<file path="config.mk">
export PLATFORM = sky130hd
export DESIGN_NAME = calc_seq_ctrl
export DESIGN_NICKNAME = d
export VERILOG_FILES = /design/src/rtl/calc_seq_ctrl.sv
export SDC_FILE = /design/constraint.sdc
export NUM_CORES = 1
export LEC_CHECK = 0
export CORE_UTILIZATION = 64
export CTS_CLUSTER_SIZE = 20
export DETAILED_ROUTE_END_ITERATION = 8
export PLACE_DENSITY_LB_ADDON = 0.2
export SLEW_MARGIN = 10
export SYNTH_ARGS = -nofsm -noshare
export SYNTH_HDL_FRONTEND = slang
export SYNTH_SLANG_ARGS = --single-unit
</file>
<file path="constraint.sdc">
create_clock -name clk -period 8.3 [get_ports clk]
set_clock_uncertainty 0.05 [all_clocks]
set_input_delay 1.66 -clock clk [delete_from_list [all_inputs] [get_ports clk]]
set_output_delay 1.66 -clock clk [all_outputs]
set_load 0.05 [all_outputs]
</file>
<file path="src/rtl/calc_seq_ctrl.sv">
// calc_seq_ctrl: keypad-driven calculator sequencer.
// Builds signed decimal operands, parks operand A in the shared data memory,
// fetches it back on equals, computes add/sub/mul with overflow detection,
// writes the result to memory and drives the display.
module calc_seq_ctrl #(
    parameter int unsigned WIDTH = 16,
    parameter int unsigned ADDR_W = 16,
    parameter logic [ADDR_W-1:0] A_ADDR = ADDR_W'(0),
    parameter logic [ADDR_W-1:0] RES_ADDR = ADDR_W'(1),
    parameter int unsigned RD_LAT = 1
) (
    input  logic              clk,
    input  logic              reset,
    input  logic              key_valid,
    input  logic [3:0]        key_digit,
    input  logic              op_valid,
    input  logic [1:0]        op_code,
    input  logic              equal_input,
    input  logic              clear_input,
    output logic              complete,
    output logic              overflow,
    output logic              error,
    output logic [WIDTH-1:0]  display_output,
    output logic              oe,
    output logic              we,
    output logic [ADDR_W-1:0] mem_addr,
    output logic [WIDTH-1:0]  mem_data_in,
    input  logic [WIDTH-1:0]  mem_data_out
);

    typedef enum logic [2:0] {
        ENTER_A, STORE_A, ENTER_B, FETCH_A, COMPUTE, WRITE_RES, DONE
    } state_t;

    localparam logic [WIDTH+3:0] ENTRY_MAX = {5'b0, {(WIDTH-1){1'b1}}};
    localparam logic [2:0]       LAT_LAST  = 3'(RD_LAT);

    state_t             state;
    logic [WIDTH-1:0]   entry;
    logic [WIDTH-1:0]   a_mem;
    logic [WIDTH-1:0]   b_reg;
    logic [WIDTH-1:0]   result_reg;
    logic [1:0]         op_reg;
    logic               b_digit;
    logic [2:0]         lat_cnt;

    logic               digit_ok;
    logic               digit_fits;
    logic [WIDTH+3:0]   digit_sum;
    logic signed [WIDTH:0]     a_sx, b_sx, sum_full;
    logic signed [2*WIDTH-1:0] a_sx2, b_sx2, prod_full;
    logic [WIDTH-1:0]   calc_low;
    logic               calc_ovf;

    // Candidate next entry value and whether it still fits the positive range
    always_comb begin
        digit_ok   = (key_digit <= 4'd9);
        digit_sum  = {4'b0, entry} * (WIDTH+4)'(10) + (WIDTH+4)'(key_digit);
        digit_fits = (digit_sum <= ENTRY_MAX);
    end

    // Full-precision arithmetic on fetched A and latched B, plus range check
    always_comb begin
        a_sx      = {a_mem[WIDTH-1], a_mem};
        b_sx      = {b_reg[WIDTH-1], b_reg};
        a_sx2     = {{WIDTH{a_mem[WIDTH-1]}}, a_mem};
        b_sx2     = {{WIDTH{b_reg[WIDTH-1]}}, b_reg};
        sum_full  = (op_reg == 2'd1) ? (a_sx - b_sx) : (a_sx + b_sx);
        prod_full = a_sx2 * b_sx2;
        calc_low  = '0;
        calc_ovf  = 1'b0;
        case (op_reg)
            2'd0, 2'd1: begin
                calc_low = sum_full[WIDTH-1:0];
                calc_ovf = sum_full[WIDTH] ^ sum_full[WIDTH-1];
            end
            2'd2: begin
                calc_low = prod_full[WIDTH-1:0];
                calc_ovf = !((prod_full[2*WIDTH-1:WIDTH-1] == '0) ||
                             (prod_full[2*WIDTH-1:WIDTH-1] == '1));
            end
            default: ;
        endcase
    end

    // Sequencer: event decode, operand entry, memory handshake, registered outputs
    always_ff @(posedge clk or negedge reset) begin
        if (!reset) begin
            state          <= ENTER_A;
            entry          <= '0;
            a_mem          <= '0;
            b_reg          <= '0;
            result_reg     <= '0;
            op_reg         <= '0;
            b_digit        <= 1'b0;
            lat_cnt        <= '0;
            complete       <= 1'b0;
            overflow       <= 1'b0;
            error          <= 1'b0;
            display_output <= '0;
            oe             <= 1'b0;
            we             <= 1'b0;
            mem_addr       <= '0;
            mem_data_in    <= '0;
        end else begin
            // Bus and strobe outputs are single-cycle unless re-asserted below;
            // this is also what aborts an access on clear.
            complete    <= 1'b0;
            oe          <= 1'b0;
            we          <= 1'b0;
            mem_addr    <= '0;
            mem_data_in <= '0;
            if (clear_input) begin
                state          <= ENTER_A;
                entry          <= '0;
                display_output <= '0;
                overflow       <= 1'b0;
                error          <= 1'b0;
                b_digit        <= 1'b0;
            end else begin
                case (state)
                    ENTER_A, ENTER_B, DONE: begin
                        if (equal_input) begin
                            if (state == ENTER_B) begin
                                b_reg    <= entry;
                                lat_cnt  <= '0;
                                oe       <= 1'b1;
                                mem_addr <= A_ADDR;
                                state    <= FETCH_A;
                            end
                        end else if (op_valid) begin
                            if (op_code == 2'd3) begin
                                error <= 1'b1;
                            end else if (state == ENTER_A) begin
                                op_reg      <= op_code;
                                we          <= 1'b1;
                                mem_addr    <= A_ADDR;
                                mem_data_in <= entry;
                                state       <= STORE_A;
                            end else if (state == DONE) begin
                                op_reg      <= op_code;
                                we          <= 1'b1;
                                mem_addr    <= A_ADDR;
                                mem_data_in <= result_reg;
                                state       <= STORE_A;
                            end else if (!b_digit) begin
                                op_reg <= op_code;
                            end
                        end else if (key_valid && digit_ok) begin
                            if (state == DONE) begin
                                entry          <= WIDTH'(key_digit);
                                display_output <= WIDTH'(key_digit);
                                overflow       <= 1'b0;
                                state          <= ENTER_A;
                            end else begin
                                if (state == ENTER_B) b_digit <= 1'b1;
                                if (digit_fits) begin
                                    entry          <= digit_sum[WIDTH-1:0];
                                    display_output <= digit_sum[WIDTH-1:0];
                                    overflow       <= 1'b0;
                                end
                            end
                        end
                    end
                    STORE_A: begin
                        entry   <= '0;
                        b_digit <= 1'b0;
                        state   <= ENTER_B;
                    end
                    FETCH_A: begin
                        if (lat_cnt == LAT_LAST) begin
                            a_mem <= mem_data_out;
                            state <= COMPUTE;
                        end else begin
                            lat_cnt <= lat_cnt + 3'd1;
                        end
                    end
                    COMPUTE: begin
                        result_reg     <= calc_low;
                        overflow       <= calc_ovf;
                        we             <= 1'b1;
                        mem_addr       <= RES_ADDR;
                        mem_data_in    <= calc_low;
                        display_output <= calc_low;
                        state          <= WRITE_RES;
                    end
                    WRITE_RES: begin
                        complete <= 1'b1;
                        state    <= DONE;
                    end
                    default: state <= ENTER_A;
                endcase
            end
        end
    end

endmodule

</file>
# Word-level counts from Yosys, hierarchy flattened
# Index checks and enable logic that the tools add are counted.
[word_totals] reg_bits=126 mem_count=0 mem_bits_ro=0 latchBits=0 ram_bits=0 out_inout_bits=53
[op_classes] n_eq_ne=28 shifts=0 n_div=0 reduce_logical=24 mul=2 addsub=4 n_bitwise=4 mux=71 n_lt_le_gt_ge=2
[ops] operator="16-bit two-way mux" count=13
[ops] operator="16-bit one-hot mux with 2 select lines" count=4
[ops] operator="3-bit two-way mux" count=13
[ops] operator="16-bit by 16-bit multiplier with 32-bit output" count=1
[ops] operator="1-bit two-way mux" count=31
[ops] operator="20-bit by 4-bit adder with 20-bit output" count=1
[ops] operator="20-bit by 15-bit less-or-equal comparator with 1-bit output (second input constant)" count=1
[ops] operator="5-bit inequality test (second input constant)" count=4
[ops] operator="16-bit by 3-bit multiplier with 19-bit output (second input constant)" count=1
[ops] operator="3-bit inequality test (second input constant)" count=6
[ops] operator="6-bit AND reduction" count=3
[ops] operator="16-bit by 16-bit adder with 17-bit output" count=1
[ops] operator="17-bit equality test (second input constant)" count=1
[ops] operator="17-bit zero test" count=1
[ops] operator="17-bit two-way mux" count=1
[ops] operator="16-bit by 16-bit subtractor with 17-bit output" count=1
[ops] operator="3-bit one-hot mux with 5 select lines" count=1
[ops] operator="5-bit AND reduction" count=3
[ops] operator="3-bit equality test (second input constant)" count=3
[ops] operator="4-bit inequality test (second input constant)" count=2
[ops] operator="1-bit one-hot mux with 2 select lines" count=4
[ops] operator="4-bit AND reduction" count=2
[ops] operator="2-bit nonzero test" count=4
[ops] operator="3-bit by 1-bit equality test with 1-bit output (second input constant)" count=2
[ops] operator="22 further kinds" count=31

# Depth between registers and ports, before layout
[depth] ltp_word=10 depth_mapped=27 mapped_depth_nobuf=25

# Worst setup path before layout
# OpenSTA, ideal clock, no wires.
[synth_timing] path_type="register to register" startpoint="register a_mem[11]" endpoint="register overflow" stages_incl_launch_ff=25 n_path_buf=2 arrival_ps=7453 required_time_ps=8132 slack_ps=679 setup_time_ps=118 path_cell_list="dfrtp_1 > clkbuf_1 > clkbuf_1 > nand2_1 > fa_1 > fa_1 > inv_1 > fa_1 > fa_1 > fa_1 > inv_1 > fa_1 > inv_1 > ha_1 > a21oi_2 > o21ai_2 > or4_4 > o21a_4 > a21o_1 > xor2_1 > or4_1 > or3_1 > or4_1 > or3b_1 > a21o_1"
[synth_between] elab_chain_len=7 word_cells_on_any_way=12 cone_classes="2 x add/sub; 1 x mul; 1 x eq/ne; 4 x mux; 1 x bitwise; 3 x reduce/logical"
[synth_lines] item="from (decl)" line="40" source="logic [WIDTH-1:0] a_mem;"
[synth_lines] item="from (signal assigned)" line="172" source="a_mem <= mem_data_out;"
[synth_lines] item="16-bit by 16-bit multiplier with 32-bit output" line="69" source="prod_full = a_sx2 * b_sx2;"
[synth_lines] item="17-bit equality test or 17-bit zero test (tied branches)" line="80, 79"
[synth_lines] item="1-bit logical OR" line="79" source="calc_ovf = !((prod_full[2*WIDTH-1:WIDTH-1] == '0) ||"
[synth_lines] item="1-bit zero test" line="79"
[synth_lines] item="1-bit one-hot mux with 2 select lines (*)" line="72" source="case (op_reg)"
[synth_lines] item="1-bit one-hot mux with 2 select lines (*)" line="121" source="case (state)"
[synth_lines] item="1-bit two-way mux (*)" line="113" source="if (clear_input) begin"
[synth_lines] item="to (signal assigned)" line="180" source="overflow <= calc_ovf;"
[synth_lines] item="to (decl)" line="21" source="output logic overflow,"
# Every way passes the cells marked *; elsewhere a longest branch is shown, timed or not.
# A chain may end at the register's enable or synchronous reset.

# Worst setup path in the final report
[layout_timing] startpoint="register a_mem[9]" endpoint="register overflow"
# Same word-level chain as after synthesis.

==> impl_results.md <==
* Final Instance Area at approximately 0.018 mm2
* Std-Cell Rows at slightly below 60
* CTS tree: built
* Number of inserted diodes at 0
* Total power at 0.00676 W
* Post-DR wirelength/cell at slightly below 20 um
* DRC errors left at 0
* Largest net degree at the start of global routing at a little over 80
* CP required at 8.51 ns
* Chip height at roughly 160 um
* # H-tree levels at 3
* Hold Crit Class: reg2reg
* Startpoint type of the worst setup path: flip-flop
* EDFF count, synth at 0
* Endpoints failing setup at 0
* Vias per Instance at 5.96
* Critical path class: reg2reg
* Biggest area consumer among synthesized cells: fa_1
* Final core occ at between 70 and 80%
* Critical Path AT at ~8 ns
* Detailed placement HPWL at approximately 35,000 um
* Core area at 0.0260 mm2
* Buffers on Ports at 65
* Vias after detailed routing at around 13k
* Chip Width at roughly 160 um
* Yosys cell types at between 70 and 80
* Crit Path Max Fanout at 18
* Slew Limit Fails at 0
* Initial antenna violation count at 1
* Layout cell share with drive strength beyond 1 at about 5.8%
* Register area share after synthesis at around 16%
* CTS Root Buffer Type: clkbuf_16
* Placed Area at roughly 0.018 mm2
* Num Clock Sinks at 111
* Routed Antenna Nets at 0
* Post-Route Setup TNS at 0 ns
* Number of global-route vias before repair at around 13k
* Ports at roughly 80
* Ys flop type: dfrtp_1
* Leak at approximately 8.2 nW
* Unrepaired setup endpoints after global routing: false
* Final hold vios at 0
* Initial detailed-routing violation count at approximately 1.2k
* Maximum vdd drop at approximately 0.00021 V
* Clock Latency Late Sink at around 0.36 ns
* Area growth, synth to finish at 7.59%
* Fmax at 0.126 GHz
* Type of element capturing the critical path: flip-flop
* CTS max path bufs at 2
* RD Place Congestion at 0.982
* Worst-path clk slew at ~0.080 ns
* Post-cts sizing count at 0
* Syn Inst Count at 1,848
* Most frequent cells in the layout: nand2_1, fa_1, inv_1
* Slew @ Worst Pin at approximately 1.2 ns
* Yosys top cell area share at 31.4%
* First-pass iteration count of the detailed router at 8
* Synth area leaders: fa_1, dfrtp_1, ha_1
* Final WL at 43,600 um
* Yosys warning count at 0
* Mapped cell area at 0.0169 mm2
* FF+latch count, synth at around 110
* PwrDens at between 300 and 400 mW/mm2
* Post-CTS setup buffers at 0
* Post-synthesis average cell area at slightly above 9 um2
* First-pass GRT wire length at approximately 70,000 um
* Status: completed
* Starting density of the core at 65.1%
* Die Area at about 0.027 mm2
* Post-synth ARST share at 100%
* # nets final at 2,303
* Hold Buf Count CTS at 0
* Max_cap viols at 0
* Post-Place Setup Slack at between 0.2 and 0.3 ns
* Worst setup margin at ~0.34 ns
* CTS Buf Count at 9
* Crit share post-route at between 90% and 100%
* GR Util All Layers at around 34%
* Slew HR at 17.1%
* GRT overflow at 0
* Period minus WS final at 7.96 ns
* Leading cell type in the layout, fill and taps excluded: nand2_1
[worst max-delay path: stages, from the launching register on]
cell and delay (ns):
dfrtp_1 0.65, and2_1 0.32, fa_1 0.53, inv_1 0.05, fa_1 0.48, inv_1 0.06
fa_1 0.50, fa_1 0.55, fa_1 0.50, inv_1 0.05, fa_1 0.49, inv_1 0.05
ha_1 0.36, o21ai_0 0.46, nor2_1 0.10, a221oi_1 0.31, o311a_1 0.29, nand4_1 0.11
or4_1 0.54, or3_1 0.36, or4_1 0.51, or3b_1 0.40, a21o_1 0.16
[final timing paths]
kind,cells after the start,startpoint,slack (ns),end
max,22,a_mem[9],0.34,overflow
min,1,result_reg[8],0.43,result_reg[8]
max reg2reg,22,a_mem[9],0.34,overflow
min reg2reg,1,result_reg[8],0.43,result_reg[8]
max in group asynchronous,2,reset,5.62,display_output[15]
min in group asynchronous,1,reset,1.19,a_mem[2]
[synth_stat cells, drive strengths merged, types with 4 or more instances]
library cell  count
nand2           281
fa              265
inv             263
ha              133
dfrtp           111
and2             89
clkbuf           74
a21oi            70
nor2             70
o21ai            62
xnor2            53
mux2             37
xor2             31
nor3             27
a21o             24
nand2b           23
buf              21
a22o             20
nand3            18
nor2b            14
or3              12
o21a             11
o22ai            11
a31oi            10
and3              9
o21bai            8
mux2i             7
o211ai            7
a211oi            6
o31ai             6
or4               6
or2               5
a2111oi           4
a22oi             4
nand4             4
[through the flow]
| stage | hold slack [ns] | instances |
|---|---|---|
| CTS | 0.434 | 2217 |
| finish | 0.431 | 2217 |
| global placement | 0.409 | 2201 |
| detailed placement | 0.417 | 2201 |
| floorplan | 0.397 | 1862 |
| global route | 0.455 | 2217 |
[logic make-up after synthesis]
family                   share of synthesized area [%]
AND/OR/NAND/NOR                                   16.0
adder cells (fa/ha/maj)                           41.2
buffers and inverters                             8.35
AO/OA/AOI/OAI                                     10.8
flip-flops                                        16.4
XOR/XNOR                                          4.35
multiplexers                                      2.88
other                                           0.0222
[report_power, final]
group          switching, W  internal, W
sequential         0.000351     0.000707
combinational       0.00310      0.00217
clock              0.000223     0.000220
[cell type report]
cell class              count  area, um2
clock buffers              10        239
clock inverters             6       58.8
flip-flops and latches    111       2780
fillers                  1992       7780
repair buffers             99        903
well taps                 335        419
inverters                 266        998
multi-input cells        1390      12800
[metal layers]
layer | up-vias | global-route usage [%] | wire length [um]
met5 | - | 0 | 13
met4 | 2 | 10.1 | 1330
met3 | 96 | 5.90 | 3830
met2 | 601 | 54.0 | 20400
met1 | 6553 | 47.9 | 18000
li1 | 5960 | - | -
No activity file was read; power rests on OpenSTA's default activity.
